**src/rtl/softmax_pkg.sv**
```systemverilog
// Shared constants and types for the softmax normalisation stage.
// SUM_BW/SUM_FW describe the reduced sum produced by the reduction tree and
// must match that stage. Reciprocal is unsigned Q0.RECIP_BW.
package softmax_pkg;

  localparam int unsigned IN_FW        = 15;
  localparam int unsigned SUM_BW       = 16;
  localparam int unsigned SUM_FW       = 6;
  localparam int unsigned RECIP_BW     = 16;
  localparam int unsigned DIV_CYCLES   = RECIP_BW + SUM_FW + 1;
  localparam int unsigned VEC_SIZE_DEF = 5;
  localparam int unsigned IDX_W        = $clog2(VEC_SIZE_DEF);

  typedef enum logic [1:0] {
    IDLE,
    DIV,
    EMIT
  } norm_state_t;

endpackage

```
**src/rtl/softmax_normalize_recip_div_seq.sv**
```systemverilog
// recip_div_seq: sequential restoring divider computing
//   quotient = 2^(RECIP_BW+SUM_FW) / divisor, saturated to RECIP_BW bits.
// Ports:
//   clk, rst_n  clock / async active-low reset
//   start       load divisor and begin (takes priority over a running division)
//   divisor     SUM_BW-bit unsigned divisor
//   busy        division in progress
//   done        one-cycle pulse when quotient is final
//   quotient    saturated reciprocal, held until the next start
//   dz          divisor was zero (quotient forced to all ones)
module recip_div_seq
  import softmax_pkg::*;
(
  input  logic                clk,
  input  logic                rst_n,
  input  logic                start,
  input  logic [SUM_BW-1:0]   divisor,
  output logic                busy,
  output logic                done,
  output logic [RECIP_BW-1:0] quotient,
  output logic                dz
);

  localparam int unsigned CW = $clog2(DIV_CYCLES);

  logic                  busy_q, done_q, dz_q;
  logic [CW-1:0]         cnt_q;
  logic [SUM_BW:0]       rem_q, rem_d;
  logic [SUM_BW+1:0]     rem_sh, div_ext;
  logic [DIV_CYCLES-1:0] quo_q, quo_d;
  logic [SUM_BW-1:0]     div_q;
  logic                  ge;

  // The dividend is a single 1 at its MSB, so only the first step shifts in a 1.
  always_comb begin
    rem_sh  = {rem_q, (cnt_q == '0)};
    div_ext = {2'b00, div_q};
    ge      = (rem_sh >= div_ext);
    rem_d   = ge ? (SUM_BW+1)'(rem_sh - div_ext) : (SUM_BW+1)'(rem_sh);
    quo_d   = {quo_q[DIV_CYCLES-2:0], ge};
  end

  always_ff @(posedge clk or negedge rst_n) begin
    if (!rst_n) begin
      busy_q <= 1'b0;
      done_q <= 1'b0;
      dz_q   <= 1'b0;
      cnt_q  <= '0;
      rem_q  <= '0;
      quo_q  <= '0;
      div_q  <= '0;
    end else if (start) begin
      busy_q <= 1'b1;
      done_q <= 1'b0;
      dz_q   <= (divisor == '0);
      cnt_q  <= '0;
      rem_q  <= '0;
      quo_q  <= '0;
      div_q  <= divisor;
    end else if (busy_q) begin
      rem_q <= rem_d;
      quo_q <= quo_d;
      cnt_q <= cnt_q + CW'(1);
      if (cnt_q == CW'(DIV_CYCLES - 1)) begin
        busy_q <= 1'b0;
        done_q <= 1'b1;
      end
    end else begin
      done_q <= 1'b0;
    end
  end

  assign busy     = busy_q;
  assign done     = done_q;
  assign dz       = dz_q;
  assign quotient = (dz_q || (|quo_q[DIV_CYCLES-1:RECIP_BW])) ? '1 : quo_q[RECIP_BW-1:0];

endmodule

```
**src/rtl/softmax_normalize.sv**
```systemverilog
// softmax_normalize: latches an exponent vector and its reduced sum, derives
// R = 1/sum with recip_div_seq, then streams y_i = (x_i * R) >> RECIP_BW one
// element per output handshake, index order 0..VEC_SIZE-1.
// Ports:
//   clk, rst_n            clock / async active-low reset
//   in_valid, in_ready    input handshake (vector + sum)
//   vec_in, sum_in        exponent vector and its sum
//   out_valid, out_ready  output handshake
//   out_data, out_idx     normalised element and its index (registered)
//   out_last              out_idx == VEC_SIZE-1
//   div_by_zero           latched sum was zero, held for the whole vector
module softmax_normalize
  import softmax_pkg::*;
#(
  parameter int unsigned VEC_SIZE = VEC_SIZE_DEF,
  parameter int unsigned IN_BW    = 16
) (
  input  logic                        clk,
  input  logic                        rst_n,
  input  logic                        in_valid,
  output logic                        in_ready,
  input  logic [IN_BW-1:0]            vec_in [VEC_SIZE],
  input  logic [SUM_BW-1:0]           sum_in,
  output logic                        out_valid,
  input  logic                        out_ready,
  output logic [IN_BW-1:0]            out_data,
  output logic [$clog2(VEC_SIZE)-1:0] out_idx,
  output logic                        out_last,
  output logic                        div_by_zero
);

  localparam int unsigned IW = $clog2(VEC_SIZE);
  localparam int unsigned PW = IN_BW + RECIP_BW;

  norm_state_t           state_q, state_d;
  logic [IN_BW-1:0]      vec_q [VEC_SIZE];
  logic [IN_BW-1:0]      vec_d [VEC_SIZE];
  logic [IW-1:0]         idx_q, idx_d, next_idx;
  logic [IN_BW-1:0]      data_q, data_d;
  logic                  last_q, last_d;
  logic                  dbz_q, dbz_d;
  logic                  div_start, div_busy, div_done, div_dz;
  logic [RECIP_BW-1:0]   recip;

  function automatic logic [IN_BW-1:0] scale(input logic [IN_BW-1:0] x,
                                             input logic [RECIP_BW-1:0] r);
    logic [PW-1:0] p;
    p = PW'(x) * PW'(r);
    return IN_BW'(p >> RECIP_BW);
  endfunction

  recip_div_seq u_div (
    .clk      (clk),
    .rst_n    (rst_n),
    .start    (div_start),
    .divisor  (sum_in),
    .busy     (div_busy),
    .done     (div_done),
    .quotient (recip),
    .dz       (div_dz)
  );

  always_comb begin
    state_d   = state_q;
    vec_d     = vec_q;
    idx_d     = idx_q;
    data_d    = data_q;
    last_d    = last_q;
    dbz_d     = dbz_q;
    div_start = 1'b0;
    next_idx  = idx_q + IW'(1);
    case (state_q)
      IDLE: begin
        if (in_valid) begin
          vec_d     = vec_in;
          div_start = 1'b1;
          state_d   = DIV;
        end
      end
      DIV: begin
        if (div_done && !div_busy) begin
          state_d = EMIT;
          idx_d   = '0;
          data_d  = scale(vec_q[0], recip);
          last_d  = (VEC_SIZE == 1);
          dbz_d   = div_dz;
        end
      end
      EMIT: begin
        if (out_ready) begin
          if (last_q) begin
            state_d = IDLE;
            idx_d   = '0;
            data_d  = '0;
            last_d  = 1'b0;
            dbz_d   = 1'b0;
          end else begin
            idx_d  = next_idx;
            data_d = scale(vec_q[next_idx], recip);
            last_d = (next_idx == IW'(VEC_SIZE - 1));
          end
        end
      end
      default: state_d = IDLE;
    endcase
  end

  always_ff @(posedge clk or negedge rst_n) begin
    if (!rst_n) begin
      state_q <= IDLE;
      vec_q   <= '{default: '0};
      idx_q   <= '0;
      data_q  <= '0;
      last_q  <= 1'b0;
      dbz_q   <= 1'b0;
    end else begin
      state_q <= state_d;
      vec_q   <= vec_d;
      idx_q   <= idx_d;
      data_q  <= data_d;
      last_q  <= last_d;
      dbz_q   <= dbz_d;
    end
  end

  assign in_ready    = (state_q == IDLE);
  assign out_valid   = (state_q == EMIT);
  assign out_data    = data_q;
  assign out_idx     = idx_q;
  assign out_last    = last_q;
  assign div_by_zero = dbz_q;

endmodule

```
**config.mk**
```make
export PLATFORM = sky130hd
export DESIGN_NAME = softmax_normalize
export DESIGN_NICKNAME = d
export VERILOG_FILES = /design/src/rtl/softmax_pkg.sv /design/src/rtl/softmax_normalize_recip_div_seq.sv /design/src/rtl/softmax_normalize.sv
export SDC_FILE = /design/constraint.sdc
export NUM_CORES = 2
export LEC_CHECK = 0
export ABC_AREA = 1
export BUFFER_PORTS_ARGS = -buffer_cell sky130_fd_sc_hd__buf_2
export CAP_MARGIN = 10
export CORE_MARGIN = 2
export CORE_UTILIZATION = 35
export CTS_CLUSTER_DIAMETER = 50
export CTS_CLUSTER_SIZE = 16
export DETAILED_ROUTE_END_ITERATION = 6
export GPL_TIMING_DRIVEN = 1
export SLEW_MARGIN = 20
export SYNTH_ARGS = -nofsm -noshare
export SYNTH_HDL_FRONTEND = slang
export SYNTH_SLANG_ARGS = --single-unit
```
**constraint.sdc**
```tcl
create_clock -name clk -period 10 [get_ports clk]
set_clock_uncertainty 0.15 [all_clocks]
set_input_delay 0.5 -clock clk [delete_from_list [all_inputs] [get_ports clk]]
set_output_delay 0.5 -clock clk [all_outputs]
set_load 0.02 [all_outputs]
```
### Word-level counts from Yosys, hierarchy flattened

Cells that the tools add are included.

| cells by class | value |
|---|---|
| equal/unequal tests | 9 |
| muxes and demuxes | 40 |
| reduce and logical (&&, ||, !) cells | 13 |
| multipliers | 2 |
| bitwise logic cells | 1 |
| add/subtract/negate cells | 3 |
| magnitude comparators | 2 |

Operator list:

| cell | count |
|---|---|
| $mux W16 | 6 |
| $mul A16 B16 Y32 | 2 |
| $mux W17 | 3 |
| $bmux W16 S3 | 1 |
| $mux W23 | 2 |
| $pmux W16 S2 | 1 |
| $ge A18 B16 Y1 | 1 |
| $sub A17 B16 Y17 | 1 |
| $logic_not A16 Y1 | 1 |
| $mux W1 | 14 |
| $mux W5 | 2 |
| $mux W3 | 3 |
| $mux W2 | 4 |
| $reduce_and A4 Y1 | 2 |
| $reduce_or A7 Y1 | 1 |
| $pmux W2 S3 | 1 |
| $pmux W3 S2 | 1 |
| $add A5 B1 Y5 const B | 1 |
| $eq A5 B5 Y1 const B | 1 |
| $logic_not A5 Y1 | 1 |
| $ge A4 B4 Y1 const B | 1 |
| $ne A2 B1 Y1 const B | 2 |
| $ne A2 B2 Y1 const B | 2 |
| $not A3 Y4 | 1 |
| other kinds (13) | 15 |

| storage, ports and cells | value |
|---|---|
| output and inout bits | 23 |
| bits in registers | 167 |
| input port bits | 100 |

### Longest topological paths before layout

| depth | value |
|---|---|
| depth after elaboration | 9 |
| gate-level depth with buffers | 35 |
| mapped depth without buffers | 33 |

### By module

Synthesis repeated with hierarchy kept, for this count alone.

| second synthesis, totals | value |
|---|---|
| cells, all modules | 3402 |
| area, all modules | 25683.4 µm² |

Modules (own cells, without submodules):

| module | area an instance (µm²) | instances | seq. area each (µm²) | cells each |
|---|---|---|---|---|
| softmax_normalize | 21782.1 | 1 | 2577.5 | 2891 |
| recip_div_seq | 3901.2 | 1 | 1601.5 | 511 |

### Worst setup path after synthesis

OpenSTA, ideal clock, no wires.

| timing | value |
|---|---|
| kind | reg-to-reg |
| start | reg idx_q[0], in the netlist out_idx[0] |
| end | reg data_q[11], in the netlist out_data[11] |
| stages on the path, launching flop included | 32 |
| arrival | 6.373 ns |
| required time | 9.733 ns |
| setup slack | 3.360 ns |
| clock period less this slack | 6.640 ns |
| setup time | 0.117 ns |
| buffers on the path | 3 |
| path through | dfrtp_1 -> ha_1 -> buf_2 -> buf_2 -> a21oi_1 -> o21ai_0 -> nand2_1 -> o22ai_1 -> clkbuf_1 -> nand2_1 -> fa_1 -> inv_1 -> fa_1 -> inv_1 -> fa_1 -> inv_1 -> fa_1 -> fa_1 -> inv_1 -> fa_1 -> inv_1 -> ha_1 -> a21oi_1 -> o21ai_0 -> a21oi_1 -> o21ai_0 -> a21oi_1 -> nand3_1 -> nand2_1 -> nor2_1 -> nor2_1 -> nor2_1 |

| on the way | value |
|---|---|
| longest elaborated chain between the ends | 9 |

Ends and longest elaborated chain:

| item | line | source |
|---|---|---|
| start: declaration | softmax_normalize.sv:38 | `logic [IW-1:0] idx_q, idx_d, next_idx;` |
| start signal: assignment | softmax_normalize.sv:119 | `idx_q <= idx_d;` |
| $add A3 B1 Y3 | softmax_normalize.sv:71 | `next_idx = idx_q + IW'(1);` |
| $not A3 Y4 (implied by the code) | softmax_normalize.sv:99 | `data_d = scale(vec_q[next_idx], recip);` |
| $bmux W16 S3 | softmax_normalize.sv:99 |  |
| $mux W16 (implied by the code) (2 in a row) | softmax_normalize.sv:99 |  |
| $mul A16 B16 Y32 | softmax_normalize.sv:48 | `p = PW'(x) * PW'(r);` |
| $mux W16 | softmax_normalize.sv:91 | `if (last_q) begin` |
| $mux W16 | softmax_normalize.sv:90 | `if (out_ready) begin` |
| $pmux W16 S2 | softmax_normalize.sv:72 | `case (state_q)` |
| end signal: assignment | softmax_normalize.sv:120 | `data_q <= data_d;` |
| end: declaration | softmax_normalize.sv:39 | `logic [IN_BW-1:0] data_q, data_d;` |

Every way passes these cells. The select of a mux whose other input is x is not followed.
A chain may end at the register's enable or synchronous reset.

### Final worst setup path

| timing | value |
|---|---|
| start | reg idx_q[0], in the netlist out_idx[0] |
| end | reg data_q[5], in the netlist out_data[5] |

The elaborated chain is that of the path after synthesis.

==> out/qor.txt <==
Final HPWL DP = 64.5 mm
Max cap viols = 0
YS warnings = 0
H-tree depth = 4
Root buf cell = clkbuf_16
RSZ-0062 raised after global routing = no
Main combinational cell family by area after synthesis = adder cells
DRC violations left = 0
Final count of negative-setup-slack endpoints = 0
Share of post-route cells with drive strength above 1 = 7.23%
WL final = 80.8 mm
GPL Wtd Cong = 0.935
Hold violation count in the final report = 2
Initial antenna violation count = 1
Violated checks = hold timing
RR Endpoint = out_data[5]$_DFFE_PN0P_
FFs w/ async S/R, synth = 100%
Worst setup SP type = register
Starting Density = 35.5%
DP Worst Slack = 1.76 ns
CTS tree = built
Top_reg_cell synth = dfrtp_1
Setup crit end kind = register
Highest clock rate = 120 MHz
FF-to-FF path depth = 26
Max Slew Vio Count = 0
Post-synth EDFFs = 0
Post-CTS Resized = 0
Slew margin rel. = 32.1%
Die area = 0.0747 sq mm
Setup ws final = 1.64 ns
Clk_lat worst skew = 0.45 ns
Post-synthesis cell area = 0.0254 sq mm
Flops & latches, synth = 167
Syn nets = 4,031
Post-synthesis compound-gate area fraction = 6.50%
# port buffers = 122
Pin count of the biggest net entering global routing = 105
Fin nets = 4,086
GRT Overall Usage = 22.3%
Clk buf depth = 2
Area leader, netlist = fa_1
Worst min path class = in2async
Core Util, Final = 38.5%
Synth top area cells = fa_1 31%, dfrtp_1 16%, nand2_1 13%
Worst setup path endpoint = out_data[5]$_DFFE_PN0P_
Period minus WS final = 8.36 ns
Starting DRC count in detailed routing = 1,557
Flop2flop setup slack = 1.64 ns
Clk sinks = 167
Area Overhead vs Synth = 8.63%
Vias in the first global route = 22,900
Mux cell area share after synthesis = 0%
Num CTS Buffers = 17
CP startpoint = out_idx[0]$_DFFE_PN0P_
First-pass GRT wire length = 128 mm
Core Area = 0.0716 sq mm
Cells after Synth = 3,321
Synth Area in XOR/XNOR = 0.690%
Final Cycle Share = 83.6%
Std cell rows = 98
Cts hold-fix bufs = 0
WL/cell = 18.6 microns
Die width = 273 microns
Clk slew on worst S/H paths = 0.08 ns
Status = complete, but fails checks
Seq/Total Area, Yosys = 16.5%
Via count of the routed design = 21,800
Synthesized area per cell = 7.65 sq um
Unique masters post-synth = 47
Worst flop-to-flop path startpoint = out_idx[0]$_DFFE_PN0P_
Vias per inst = 5.02
Die H = 273 microns
Worst-Margin Slew = 1.02 ns
TNS Setup = 0 ns
Worst path arrival time = 8.61 ns
Setup Fix Bufs, Post-CTS = 0
Post-DRT Antenna Nets = 0
First-pass DRT Iterations = 5
Worst Path Class, Setup = reg2reg
Critical Path Fanout Max = 33
Adder-Cell Fraction of Synth Area = 41.5%
WHS = -0.00860 ns
Post-Synth Simple-Gate Area = 23.0%
Top-area cell type share of the netlist area = 30.5%
# IOs = 123
GRT overflow = 0
Critical Path RT = 10.25 ns
-- per-layer routing --
layer | share of wire (%) | GRT usage, %
met5 | 0 | 0
met4 | 4.1 | 8.46
met3 | 7.1 | 3.66
met2 | 47 | 37.9
met1 | 41 | 28.5
-- worst max-delay path: stages (launching register included) --
cell      delay (ns)
dfrtp_1         0.36
buf_4           0.23
ha_1            0.24
ha_1            0.54
inv_1           0.39
nand2_1         0.17
nand2_1         0.47
inv_1           0.47
nand2_1         0.13
fa_1            0.53
inv_1           0.05
fa_1            0.52
fa_1            0.59
fa_1            0.45
fa_1            0.49
inv_1           0.05
fa_1            0.47
inv_1           0.04
ha_1            0.33
a21oi_1         0.27
o21ai_0         0.21
a21oi_1         0.23
a21boi_0        0.36
a21oi_1         0.18
o22ai_1         0.22
nand2_1         0.08
nand2_1         0.08
-- kinds of logic (layout without fill, tap and decap cells) --
group	count (synthesis)	count (layout)
XOR/XNOR	20	20
AO/OA/AOI/OAI	293	293
adder cells (fa/ha/maj)	610	610
AND/OR/NAND/NOR	1439	1439
buffers and inverters	792	860
other	0	1
flip-flops	167	167
-- area by class of cell --
cell class / instances / area [sq um]
flip-flops and latches: 167 / 4180
fillers: 7626 / 44000
multi-input cells: 2362 / 18200
well taps: 950 / 1190
diodes: 1 / 2.50
inverters: 675 / 2530
repair buffers: 153 / 850
clock inverters: 14 / 158
clock buffers: 18 / 439
-- placed cells by master (no fill, tap or decap), types with 3 or more instances in the layout --
cell / count
a211oi_1: 3
a21boi_0: 5
a21o_1: 4
a21oi_1: 99
a31oi_1: 13
and3_1: 3
buf_2: 121
buf_4: 31
clkbuf_16: 17
clkinv_1: 8
dfrtp_1: 167
fa_1: 387
ha_1: 223
inv_1: 661
inv_2: 5
inv_8: 5
nand2_1: 861
nand2_2: 22
nand3_1: 107
nand3_2: 9
nand3b_1: 7
nand4_1: 17
nor2_1: 366
nor2_2: 8
nor3_1: 30
nor4_1: 5
o211ai_1: 3
o21a_1: 9
o21ai_0: 107
o21ai_1: 5
o21bai_1: 5
o22ai_1: 26
o22ai_2: 5
xnor2_1: 13
xor2_1: 7
-- state kept, by name, summed over array words and instances, names as in the netlist --
signal / flops
u_div.cnt_q: 5
out_last: 1
u_div.busy: 1
div_by_zero: 1
out_idx: 3
u_div.div_q: 16
out_data: 16
u_div.done: 1
u_div.quo_q: 23
u_div.rem_q: 17
state_q: 2
u_div.dz: 1
vec_q: 80
-- cell usage after synthesis (7+ instances only) --
master    instances
nand2_1         862
ha_1            223
buf_1             7
nand3_1         107
fa_1            387
o22ai_1          31
nand3_2           9
clkinv_1          9
a21oi_1          99
o21a_1            9
clkbuf_1         97
a31oi_1          13
nor2_2            9
nand4_1          17
nor3_1           30
o21ai_0         107
xor2_1            7
dfrtp_1         167
nand3b_1          7
nand2_2          21
nor2_1          366
buf_2             9
xnor2_1          13
inv_1           661
-- metrics by stage --
stage	std cells	cell area, sq um
2_1_floorplan	3321	25400
3_3_place_gp	4307	27000
3_5_place_dp	4307	27000
4_1_cts	4339	27600
5_1_grt	4340	27600
6_report	4340	27600
-- worst min path at each step --
stage	end	cells past startpoint
final	u_div.rem_q[9]$_DFFE_PN0P_	1
after global routing	vec_q[25]$_DFFE_PN0P_	3
after CTS	u_div.rem_q[9]$_DFFE_PN0P_	1
after detailed placement	out_data[14]$_DFFE_PN0P_	2
after global placement	vec_q[63]$_DFFE_PN0P_	2
after floorplan	div_by_zero$_DFFE_PN0P_	0
Power is not shown: default switching activity piles up to over one toggle a cycle in this logic, so the estimate is an artifact.
